$ cat src/rtl/fifo_rd_streamer.sv
// -----------------------------------------------------------------------------
// fifo_rd_streamer
//   Read-side drain engine for a synchronous fifo with a 1-cycle registered
//   dout. Issues fifo_rd_en whenever the 2-entry skid buffer can absorb the
//   beat, captures fifo_dout one cycle later, and presents the buffer head on a
//   valid/ready stream at up to 1 beat/clk.
//
// Ports
//   clk         in   single clock, rising edge
//   rst_n       in   asynchronous active-low reset
//   flush       in   synchronous discard of buffered and in-flight beats
//   fifo_empty  in   fifo empty flag
//   fifo_dout   in   fifo read data, valid the cycle after rd_en is sampled
//   fifo_rd_en  out  fifo read strobe (combinational)
//   m_valid     out  stream valid
//   m_ready     in   stream ready
//   m_data      out  stream data (head of skid buffer)
//   beat_cnt    out  saturating pop counter (only with BEAT_CNT_EN)
//
// Build option
//   BEAT_CNT_EN  adds beat_cnt[15:0]: +1 per pop, saturates at 16'hFFFF,
//                cleared by reset and by flush.
//
// occ state  | meaning
// OCC_EMPTY  | skid buffer empty, m_valid low
// OCC_ONE    | one beat buffered (head only)
// OCC_TWO    | both entries full; never coexists with a beat in flight
// -----------------------------------------------------------------------------
module fifo_rd_streamer #(
    parameter int DATA_WIDTH = 8
) (
    input  logic                  clk,
    input  logic                  rst_n,
    input  logic                  flush,
    input  logic                  fifo_empty,
    input  logic [DATA_WIDTH-1:0] fifo_dout,
    output logic                  fifo_rd_en,
    output logic                  m_valid,
    input  logic                  m_ready,
    output logic [DATA_WIDTH-1:0] m_data
`ifdef BEAT_CNT_EN
    ,
    output logic [15:0]           beat_cnt
`endif
);

    typedef enum logic [1:0] {
        OCC_EMPTY = 2'd0,
        OCC_ONE   = 2'd1,
        OCC_TWO   = 2'd2
    } occ_e;

    occ_e                  occ_q, occ_d;
    logic                  inflight_q, inflight_d;
    logic                  wptr_q, wptr_d;
    logic                  rptr_q, rptr_d;
    logic                  run_q, run_d;
    logic [DATA_WIDTH-1:0] buf_q [2];
    logic [DATA_WIDTH-1:0] buf_d [2];
    logic                  pop;
    logic                  cap;
    logic [2:0]            level;

    assign pop     = m_valid & m_ready;
    assign cap     = inflight_q;
    assign m_valid = (occ_q != OCC_EMPTY);
    assign m_data  = buf_q[rptr_q];

    // Occupancy the buffer will hold once the in-flight beat lands and the
    // current pop leaves; a new read is only safe if that leaves a free slot.
    assign level = {1'b0, occ_q} + {2'b00, inflight_q} - {2'b00, pop};

    // run_q holds rd_en off until the first clock after reset release.
    assign fifo_rd_en = run_q & ~fifo_empty & ~flush & (level < 3'd2);

    always_comb begin
        occ_d      = occ_q;
        inflight_d = fifo_rd_en;
        wptr_d     = wptr_q;
        rptr_d     = rptr_q;
        buf_d      = buf_q;
        run_d      = 1'b1;

        if (cap) begin
            buf_d[wptr_q] = fifo_dout;
            wptr_d        = ~wptr_q;
        end
        if (pop) begin
            rptr_d = ~rptr_q;
        end

        case ({cap, pop})
            2'b10:   occ_d = (occ_q == OCC_EMPTY) ? OCC_ONE : OCC_TWO;
            2'b01:   occ_d = (occ_q == OCC_TWO) ? OCC_ONE : OCC_EMPTY;
            default: occ_d = occ_q;
        endcase

        // Aligning rptr to the post-capture wptr leaves the buffer empty
        // whether or not a beat was captured on the flush edge.
        if (flush) begin
            occ_d      = OCC_EMPTY;
            inflight_d = 1'b0;
            rptr_d     = wptr_d;
        end
    end

    always_ff @(posedge clk or negedge rst_n) begin
        if (!rst_n) begin
            occ_q      <= OCC_EMPTY;
            inflight_q <= 1'b0;
            wptr_q     <= 1'b0;
            rptr_q     <= 1'b0;
            run_q      <= 1'b0;
            buf_q      <= '{default: '0};
        end else begin
            occ_q      <= occ_d;
            inflight_q <= inflight_d;
            wptr_q     <= wptr_d;
            rptr_q     <= rptr_d;
            run_q      <= run_d;
            buf_q      <= buf_d;
        end
    end

`ifdef BEAT_CNT_EN
    logic [15:0] beat_cnt_q, beat_cnt_d;

    always_comb begin
        beat_cnt_d = beat_cnt_q;
        if (flush) begin
            beat_cnt_d = 16'h0000;
        end else if (pop && (beat_cnt_q != 16'hFFFF)) begin
            beat_cnt_d = beat_cnt_q + 16'h0001;
        end
    end

    always_ff @(posedge clk or negedge rst_n) begin
        if (!rst_n) begin
            beat_cnt_q <= 16'h0000;
        end else begin
            beat_cnt_q <= beat_cnt_d;
        end
    end

    assign beat_cnt = beat_cnt_q;
`endif

    // The rd_en rule must never let a full buffer have another beat arriving.
    a_no_overfill : assert property (@(posedge clk) disable iff (!rst_n)
        !((occ_q == OCC_TWO) && inflight_q));

endmodule

$ cat config.mk
export PLATFORM = sky130hd
export DESIGN_NAME = fifo_rd_streamer
export DESIGN_NICKNAME = d
export VERILOG_FILES = /design/src/rtl/fifo_rd_streamer.sv
export SDC_FILE = /design/constraint.sdc
export NUM_CORES = 1
export LEC_CHECK = 0
export ABC_AREA = 0
export CAP_MARGIN = 15
export CORE_MARGIN = 2
export CORE_UTILIZATION = 35
export CTS_CLUSTER_SIZE = 40
export DETAILED_ROUTE_END_ITERATION = 16
export DONT_BUFFER_PORTS = 1
export PLACE_DENSITY = 0.57
export SETUP_SLACK_MARGIN = 0.1
export SKIP_LAST_GASP = 1
export SLEW_MARGIN = 10
export SYNTH_ARGS = -nofsm -noshare
export SYNTH_HDL_FRONTEND = slang
export SYNTH_SLANG_ARGS = --single-unit
$ cat constraint.sdc
create_clock -name clk -period 3 [get_ports clk]
set_input_delay 0.6 -clock clk [delete_from_list [all_inputs] [get_ports clk]]
set_output_delay 0.6 -clock clk [all_outputs]
set_load 0.02 [all_outputs]
==> impl_metrics.env, run 1 <==
export IMPL_io_buffers=0
export IMPL_synth_top_cell_area_share=0.535
export IMPL_hold_path_class="in2reg"
export IMPL_cts_clk_slew_worst_paths_ns=0.12
export IMPL_initial_core_util=0.370
export IMPL_io_pins=23
export IMPL_vias_per_cell=5.13
export IMPL_syn_cell_area_um2=1030
export IMPL_drcViolationCount=0
export IMPL_dp_hpwl_um=1240
export IMPL_fmax_mhz=350
export IMPL_finalHoldViolCount=0
export IMPL_cp_max_fo=2
export IMPL_setup_viol=0
export IMPL_gp_congestion=0.663
export IMPL_root_buffer="clkbuf_4"
export IMPL_status="complete, no violations"
export IMPL_grt_total_usage=0.119
export IMPL_fin_ws_ns=0.144
export IMPL_ys_types=21
export IMPL_grt_pass1_wl_um=2900
export IMPL_drt_iter0_markers=19
export IMPL_cp_data_required_time_ns=2.40
export IMPL_htree_num_levels=1
export IMPL_synthesis_nets=92
export IMPL_synth_seq_area_share=0.535
export IMPL_cap_violations=0
export IMPL_cts_sinks=22
export IMPL_switchingPower_mw=0.364
export IMPL_seqPwrFrac=0.479
export IMPL_core_um2=2780
export IMPL_worst_pin_slew_ns=0.981
export IMPL_die_w_um=58.2
export IMPL_layout_drive_gt1_share=0.444
export IMPL_yosys_warnings=0
export IMPL_synthToLayoutAreaGrowth_pct=12.3
export IMPL_p_comb_frac=0.363
export IMPL_leakage_nw=0.505
export IMPL_drtAntennaViolNets=0
export IMPL_wl_per_cell_um=16.2
export IMPL_die_area_um2=3390
export IMPL_synth_top_area_cell="dfrtp_1"
export IMPL_rsz0062_at_grt="yes"
export IMPL_drt_wl_total_um=1820
export IMPL_power_internal_mw=0.676
export IMPL_arrival_ns=2.26
export IMPL_setup_tns_ns=0
export IMPL_n_fill_cell=259
export IMPL_rows=19
export IMPL_crit_type="reg2out"
export IMPL_post_route_util=0.416
export IMPL_grt_ovfl_total=0
export IMPL_clkPwrFrac=0.158
export IMPL_firstDrtPassIters=3
export IMPL_p_sw_frac=0.350
export IMPL_die_height_um=58.2
export IMPL_avgSynthCellArea_um2=13.7
export IMPL_synth_area_leaders="dfrtp_1 53%, mux2_2 26%, ha_1 3.6%"
export IMPL_num_vias=575
export IMPL_final_min_clock_period_ns=2.86
export IMPL_cts_buffers=3
export IMPL_power_density_nw_per_um2=899
export IMPL_start_kind="flip-flop"
export IMPL_min_period_over_period=0.952
export IMPL_slew_violations=0
export IMPL_grt_max_degree=23
export IMPL_synth_ff_latch_count=22
export IMPL_clk_path_buf_depth=2
export IMPL_cts_tree="yes"
export IMPL_cp_end_kind="output port"
export IMPL_clock_latency_ns=0.30
export IMPL_fin_skew_ns=0.00289
export IMPL_nets=99
export IMPL_grt_pass1_vias=636
export IMPL_relSlewSlack=0.344
export IMPL_ir_drop_mv=0.377
export IMPL_dpl_worst_slack_ns=0.291
export IMPL_n_antenna_cell=0
export IMPL_grt_antenna_before_repair=0
export IMPL_syn_inst=75
export IMPL_p_total_mw=1.04
## state kept, by name, summed over array words and instances, names as in the netlist
name,count
occ_q,2
buf_q,16
wptr_q,1
run_q,1
rptr_q,1
cap,1
## cell families after synthesis
kind of cell    share of synthesized area
flops                               0.535
mux                                 0.272
simple gates                       0.0693
other cells                       0.00364
compound gates                     0.0194
fa+ha+maj                          0.0559
buf+inv                            0.0279
xor+xnor                           0.0170
## worst max-delay path, cell delays in order (launching register included)
cell and delay (ns):
dfrtp_2 0.45, o21ai_4 0.18, ha_4 0.21, or2b_1 0.23
fa_1 0.49, nand4bb_1 0.18, nor2_4 0.21
## layer usage
layer  wire length, um  GRT usage  up-vias
li1                  -          -      267
met1               728      0.128      293
met2               957      0.205       13
met3               105     0.0313        2
met4                27     0.0797        0
met5                 0          0        -
## cells in the final DEF, fill, tap and decap left out, types with 2 or more instances in the layout
master and instances:
buf_4 4, clkbuf_4 3, dfrtp_1 21, ha_1 2, inv_1 3, mux2_2 24, nand3b_1 2, nor2_1 3
xor2_1 2
## synth_stat cells (all sizes together)
| master | number |
|---|---|
| a31oi | 1 |
| fa | 1 |
| nor2 | 4 |
| mux2i | 1 |
| xor2 | 2 |
| nand3b | 2 |
| nand4bb | 1 |
| or2b | 1 |
| nand2b | 1 |
| conb | 1 |
| a21oi | 1 |
| nand2 | 1 |
| mux2 | 24 |
| and2b | 1 |
| inv | 3 |
| nor3 | 1 |
| ha | 3 |
| buf | 3 |
| dfrtp | 22 |
| o21ai | 1 |
## final timing paths
check                                     start              endpoint  slack, ns  cells after the start
min                                       flush  occ_q[0]$_DFFE_PN0P_       0.34                      1
max reg2reg                occ_q[1]$_DFFE_PN0P_         cap$_DFF_PN0_       0.94                      7
min in group asynchronous                 rst_n  buf_q[0]$_DFFE_PN0P_       0.89                      1
max in group asynchronous                 rst_n  occ_q[1]$_DFFE_PN0P_       1.46                      1
min reg2reg                buf_q[7]$_DFFE_PN0P_  buf_q[7]$_DFFE_PN0P_       0.52                      1
max                        occ_q[1]$_DFFE_PN0P_            fifo_rd_en       0.14                      6
## power groups by stage
| stage | Clock, mW | Combinational [mW] | Sequential (mW) |
|---|---|---|---|
| detailed placement | 0 | 0.371 | 0.509 |
| finish | 0.165 | 0.377 | 0.498 |
| global route | 0.190 | 0.404 | 0.516 |
| CTS | 0.172 | 0.383 | 0.502 |
| global placement | 0 | 0.366 | 0.499 |
| floorplan | 0 | 0.366 | 0.464 |
## stage by stage
step	hold slack (ns)	std cells	cell area, um2
after floorplan	0.304	75	1030
after global placement	0.305	103	1050
after detailed placement	0.305	103	1050
after CTS	0.320	110	1120
after global routing	0.307	112	1160
final	0.338	112	1160
## final cells by class
type / count / area [um2] / area share
inverters: 3 / 11.3 / 0.00974
repair buffers: 5 / 40.0 / 0.0346
clock buffers: 4 / 36.3 / 0.0314
flip-flops and latches: 22 / 552 / 0.477
well taps: 31 / 38.8 / 0.0335
multi-input cells: 47 / 478 / 0.413
## what timing repair did
action                                  CTS  global route
hold endpoints to repair                 22             0
setup buffers                             2             2
pin swaps                                 1             2
gates resized for setup                   3             2
endpoints found under the setup margin    1             1
hold buffers                              1             0
No activity file was read; power rests on OpenSTA's default activity.
==> run 2: changes to the inputs <==
--- a/config.mk
+++ b/config.mk
@@ -13,6 +13,7 @@
 export DETAILED_ROUTE_END_ITERATION = 16
 export DONT_BUFFER_PORTS = 1
 export PLACE_DENSITY = 0.57
+export RECOVER_POWER = 100
 export SETUP_SLACK_MARGIN = 0.1
 export SKIP_LAST_GASP = 1
 export SLEW_MARGIN = 10
==> run 2 against run 1 <==
  * First-iteration DRC count down 11%
  * Critical path depth unchanged
  * Count of clock-buffer cells in the layout stayed put
  * Non-clock buffer count did not move
  * Maximum frequency is essentially flat
  * Power down 2.3%
  * Highest routed layer unchanged
  * Sequential power about the same
  * Sequential share of layout area rose by 0.16 points
  * Hold slack lost 0.0050 ns
  * Global-route usage is the same
  * Register-to-register slack barely moved
  * Cell count stayed put
==> impl_metrics.env, run 2 (synthesis gave the netlist of run 1 again) <==
export IMPL_cts_tree="yes"
export IMPL_drt_wl_total_um=1810
export IMPL_largest_registers="buf_q: 16 flops, occ_q: 2 flops"
export IMPL_root_buffer="clkbuf_4"
export IMPL_wl_per_cell_um=16.1
export IMPL_finalHoldViolCount=0
export IMPL_multi_input_area_um2=478
export IMPL_grt_pass1_wl_um=2900
export IMPL_layout_common_cells="21 x dfrtp_1, 16 x mux2_2, 8 x mux2_1"
export IMPL_seqCellArea_um2=552
export IMPL_critPathMaxStageDelay_ns=0.49
export IMPL_cts_sinks=22
export IMPL_grt_max_degree=23
export IMPL_worst_pin_slew_ns=0.964
export IMPL_grt_pass1_vias=636
export IMPL_post_route_util=0.414
export IMPL_clk_path_buf_depth=2
export IMPL_status="complete, no violations"
export IMPL_relSlewSlack=0.355
export IMPL_n_fill_cell=259
export IMPL_hold_path_class="in2reg"
export IMPL_htree_num_levels=1
export IMPL_cp_end_kind="output port"
export IMPL_nets=99
export IMPL_cpMaxStageDelayCell="fa_1"
export IMPL_wl_met2_um=972
export IMPL_path_cells="o21ai_4 -> ha_4 -> or2b_1 -> fa_1 -> nand4bb_1 -> nor2_4"
export IMPL_firstDrtPassIters=3
export IMPL_crit_type="reg2out"
export IMPL_final_min_clock_period_ns=2.86
export IMPL_slew_violations=0
export IMPL_grt_antenna_before_repair=0
export IMPL_arrival_ns=2.26
export IMPL_cp_data_required_time_ns=2.40
export IMPL_final_common_cell="dfrtp_1"
export IMPL_grt_ovfl_total=0
export IMPL_rows=19
export IMPL_rsz0062_at_grt="yes"
export IMPL_largest_register_ffs=16
export IMPL_core_um2=2780
export IMPL_wl_met3_um=116
export IMPL_die_w_um=58.2
export IMPL_start_kind="flip-flop"
export IMPL_layout_drive_gt1_share=0.333
export IMPL_cap_violations=0
export IMPL_fin_skew_ns=0.00440
export IMPL_min_period_over_period=0.952
export IMPL_cts_buffers=3
export IMPL_power_density_nw_per_um2=882
export IMPL_drt_iter0_markers=17
export IMPL_num_vias=587
export IMPL_n_antenna_cell=0
export IMPL_cts_clk_slew_worst_paths_ns=0.13
export IMPL_rr_worst_depth=7
export IMPL_fmax_mhz=350
export IMPL_initial_core_util=0.370
export IMPL_dp_hpwl_um=1240
export IMPL_setup_tns_ns=0
export IMPL_clock_latency_ns=0.31
export IMPL_io_pins=23
export IMPL_largest_register="buf_q"
export IMPL_wl_met1_um=691
export IMPL_whs_path_depth=1
export IMPL_drcViolationCount=0
export IMPL_cp_max_fo=2
export IMPL_die_height_um=58.2
export IMPL_leakage_nw=0.503
export IMPL_gp_congestion=0.663
export IMPL_vias_per_cell=5.24
export IMPL_die_area_um2=3390
export IMPL_io_buffers=0
export IMPL_ir_drop_mv=0.366
export IMPL_setup_viol=0
export IMPL_highest_layer="met4"
export IMPL_synthToLayoutAreaGrowth_pct=11.9
export IMPL_grt_total_usage=0.119
export IMPL_drtAntennaViolNets=0
export IMPL_p_total_mw=1.02
run 2: cell types whose count changed in the layout (fill, tap and decap cells not counted), sizes merged:
| cell | change |
|---|---|
| buf | -3 |
| clkbuf | +3 |
run 2: area by class of cell:
class	count	share of cell area
Sequential cell	22	0.479
Multi-Input combinational cell	47	0.415
Tap cell	31	0.0337
Clock buffer	4	0.0315
Timing Repair Buffer	5	0.0315
Inverter	3	0.00977
run 2: final timing paths:
kind,from,end,slack (ns)
max,occ_q[1]$_DFFE_PN0P_,fifo_rd_en,0.14
min reg2reg,buf_q[7]$_DFFE_PN0P_,buf_q[7]$_DFFE_PN0P_,0.52
max in group asynchronous,rst_n,occ_q[1]$_DFFE_PN0P_,1.48
min in group asynchronous,rst_n,buf_q[2]$_DFFE_PN0P_,0.88
min,flush,occ_q[0]$_DFFE_PN0P_,0.33
max reg2reg,occ_q[1]$_DFFE_PN0P_,cap$_DFF_PN0_,0.94
run 2: layer usage:
metal	vias to the layer above	track usage
met5	-	0
met4	0	0.0797
met3	2	0.0313
met2	13	0.205
met1	307	0.128
li1	265	-
run 2: report_power, final:
group	switching, mW	total [mW]	internal (mW)	leakage [nW]
Combinational	0.193	0.353	0.160	0.215
Clock	0.0913	0.165	0.0740	0.0210
Sequential	0.0799	0.498	0.418	0.267
run 2: what timing repair did:
item                                    in CTS  in global routing
hold buffers                                 1                  0
endpoints found under the hold margin       22                  0
gates resized for setup                      3                  2
gates cloned                                 0                  0
pin swaps                                    1                  2
setup buffers                                2                  2
endpoints found under the setup margin       1                  1
run 2: critical path: cells and delay by family, from the launching register on:
kind,cells,cell delay (ns)
adder cells (fa/ha/maj),2,0.70
AND/OR/NAND/NOR,3,0.62
flip-flops,1,0.45
AO/OA/AOI/OAI,1,0.18
run 2: metrics by stage:
| step | instance area (um2) | setup WS (ns) | hold WS, ns | instances |
|---|---|---|---|---|
| 6_report | 1150 | 0.143 | 0.333 | 112 |
| 5_1_grt | 1150 | 0.0304 | 0.307 | 112 |
| 4_1_cts | 1120 | 0.121 | 0.320 | 110 |
| 3_5_place_dp | 1050 | 0.291 | 0.305 | 103 |
| 3_3_place_gp | 1050 | 0.322 | 0.305 | 103 |
| 2_1_floorplan | 1030 | 0.368 | 0.304 | 75 |
==> run 3: changes to the inputs <==
--- a/config.mk
+++ b/config.mk
@@ -7,7 +7,6 @@
 export LEC_CHECK = 0
 export ABC_AREA = 0
 export CAP_MARGIN = 15
-export CORE_MARGIN = 2
 export CORE_UTILIZATION = 35
 export CTS_CLUSTER_SIZE = 40
 export DETAILED_ROUTE_END_ITERATION = 16
==> run 3 against run 2 <==
  * Combinational power is essentially flat
  * Sequential power is essentially flat
  * Power shrank 3.9%
  * Sequential share of layout area grew 1.3 points
  * Worst setup slack lost 0.00089 ns
  * Maximum frequency is essentially flat
  * Register-to-register slack lost 0.02 ns
  * Wire length shrank 5.0%
  * Largest cell class unchanged
==> impl_metrics.env, run 3 (synthesis gave the netlist of run 1 again) <==
export IMPL_cpMaxStageDelayCell="fa_1"
export IMPL_num_vias=569
export IMPL_largest_register_ffs=16
export IMPL_drcViolationCount=0
export IMPL_path_cells="o21ai_2 -> ha_1 -> or2b_1 -> fa_1 -> nand4bb_1 -> nor2_4"
export IMPL_die_w_um=56.2
export IMPL_io_buffers=0
export IMPL_synthToLayoutAreaGrowth_pct=9.11
export IMPL_min_period_over_period=0.953
export IMPL_grt_total_usage=0.122
export IMPL_rsz0062_at_grt="yes"
export IMPL_crit_buf_inv=0
export IMPL_grt_max_degree=23
export IMPL_wl_per_cell_um=15.5
export IMPL_cts_tree="yes"
export IMPL_hold_end="occ_q[0]$_DFFE_PN0P_"
export IMPL_setup_viol=0
export IMPL_worst_pin_slew_ns=0.964
export IMPL_min_from="flush"
export IMPL_grt_ovfl_total=0
export IMPL_rows=19
export IMPL_critPathMaxStageDelay_ns=0.49
export IMPL_cap_violations=0
export IMPL_layout_drive_gt1_share=0.338
export IMPL_hold_path_class="in2reg"
export IMPL_die_area_um2=3160
export IMPL_status="complete, no violations"
export IMPL_r2r_slack_ns=0.92
export IMPL_final_common_cell="dfrtp_1"
export IMPL_relSlewSlack=0.355
export IMPL_core_um2=2780
export IMPL_r2r_start="occ_q[1]$_DFFE_PN0P_"
export IMPL_nets=99
export IMPL_htree_num_levels=1
export IMPL_cp_data_required_time_ns=2.40
export IMPL_grt_pass1_wl_um=2880
export IMPL_io_pins=23
export IMPL_layout_common_cells="20 x dfrtp_1, 16 x mux2_2, 8 x mux2_1"
export IMPL_die_height_um=56.2
export IMPL_clock_latency_ns=0.29
export IMPL_largest_registers="buf_q: 16 flops, occ_q: 2 flops"
export IMPL_dp_cells=103
export IMPL_fmax_mhz=350
export IMPL_fin_cells=111
export IMPL_n_antenna_cell=0
export IMPL_final_min_clock_period_ns=2.86
export IMPL_cts_clk_slew_worst_paths_ns=0.11
export IMPL_fin_skew_ns=0.00976
export IMPL_r2r_end="cap$_DFF_PN0_"
export IMPL_drtAntennaViolNets=0
export IMPL_setup_tns_ns=0
export IMPL_firstDrtPassIters=2
export IMPL_vias_per_cell=5.13
export IMPL_initial_core_util=0.370
export IMPL_cp_max_fo=4
export IMPL_drt_iter0_markers=3
export IMPL_power_density_nw_per_um2=869
export IMPL_rr_worst_depth=7
export IMPL_grt_pass1_vias=631
export IMPL_largest_register="buf_q"
export IMPL_root_buffer="clkbuf_4"
export IMPL_clk_path_buf_depth=2
export IMPL_arrival_ns=2.26
export IMPL_cts_sinks=22
export IMPL_dp_hpwl_um=1220
export IMPL_start_kind="flip-flop"
export IMPL_grt_antenna_before_repair=0
export IMPL_crit_family="adder cells"
export IMPL_slew_violations=0
export IMPL_cp_end_kind="output port"
export IMPL_hold_slack_ns=0.344
export IMPL_cts_buffers=3
export IMPL_crit_type="reg2out"
export IMPL_gp_congestion=0.803
export IMPL_finalHoldViolCount=0
export IMPL_ir_drop_mv=0.372
export IMPL_leakage_nw=0.497
export IMPL_whs_path_depth=1
export IMPL_drt_wl_total_um=1720
[run 3: changes by cell type in the layout (fill, tap and decap cells not counted)]
| cell | delta |
|---|---|
| buf_4 | +1 |
| clkbuf_1 | -1 |
| clkbuf_8 | -1 |
| dfrtp_1 | -1 |
| dfrtp_2 | +1 |
| ha_1 | +1 |
| ha_4 | -1 |
| o21ai_2 | +1 |
| o21ai_4 | -1 |
[run 3: how the worst max path moves through the flow]
stage	cells after the start	startpoint	to	slack (ns)
3_5_place_dp	6	m_ready	fifo_rd_en	0.31
4_1_cts	6	occ_q[0]$_DFFE_PN0P_	fifo_rd_en	0.11
2_1_floorplan	6	m_ready	fifo_rd_en	0.37
5_1_grt	6	occ_q[1]$_DFFE_PN0P_	fifo_rd_en	0.03
6_report	6	occ_q[1]$_DFFE_PN0P_	fifo_rd_en	0.14
3_3_place_gp	6	m_ready	fifo_rd_en	0.32
[run 3: power by group]
group          leakage [nW]  switching, mW  internal (mW)
Sequential            0.265         0.0797          0.419
Combinational         0.218          0.195          0.159
Clock                0.0138         0.0777         0.0466
[run 3: metrics by stage]
stage	power, mW	worst slack [ns]	utilization	area, um2
4_1_cts	1.02	0.114	0.393	1090
5_1_grt	1.05	0.0258	0.404	1120
2_1_floorplan	0.830	0.368	-	1030
3_5_place_dp	0.881	0.308	0.378	1050
3_3_place_gp	0.864	0.320	0.378	1050
6_report	0.977	0.142	0.404	1120
[run 3: area by class of cell]
type,instances,area (um2)
fillers,293,1660
flip-flops and latches,22,553
multi-input cells,47,458
repair buffers,5,40.0
well taps,31,38.8
clock buffers,3,22.5
inverters,3,11.3
[run 3: timing repair]
| item | CTS | global route |
|---|---|---|
| endpoints found under the hold margin | 22 | 0 |
| setup endpoints to repair | 1 | 1 |
| hold buffers | 1 | 0 |
| pin swaps | 1 | 3 |
| setup buffers | 0 | 4 |
| gates resized for setup | 3 | 1 |
[run 3: worst register-to-register path, cell delays in order (launching register included)]
cell and delay (ns):
dfrtp_2 0.45, o21ai_2 0.17, ha_1 0.24, or2b_1 0.23, fa_1 0.49, nand4bb_1 0.18
clkbuf_4 0.18, nor2_1 0.09
[run 3: routing by layer]
metal	global-route usage	share of wire
met3	0.0349	0.051
met2	0.202	0.51
met5	0	0
met1	0.147	0.43
met4	0.0523	0.0087
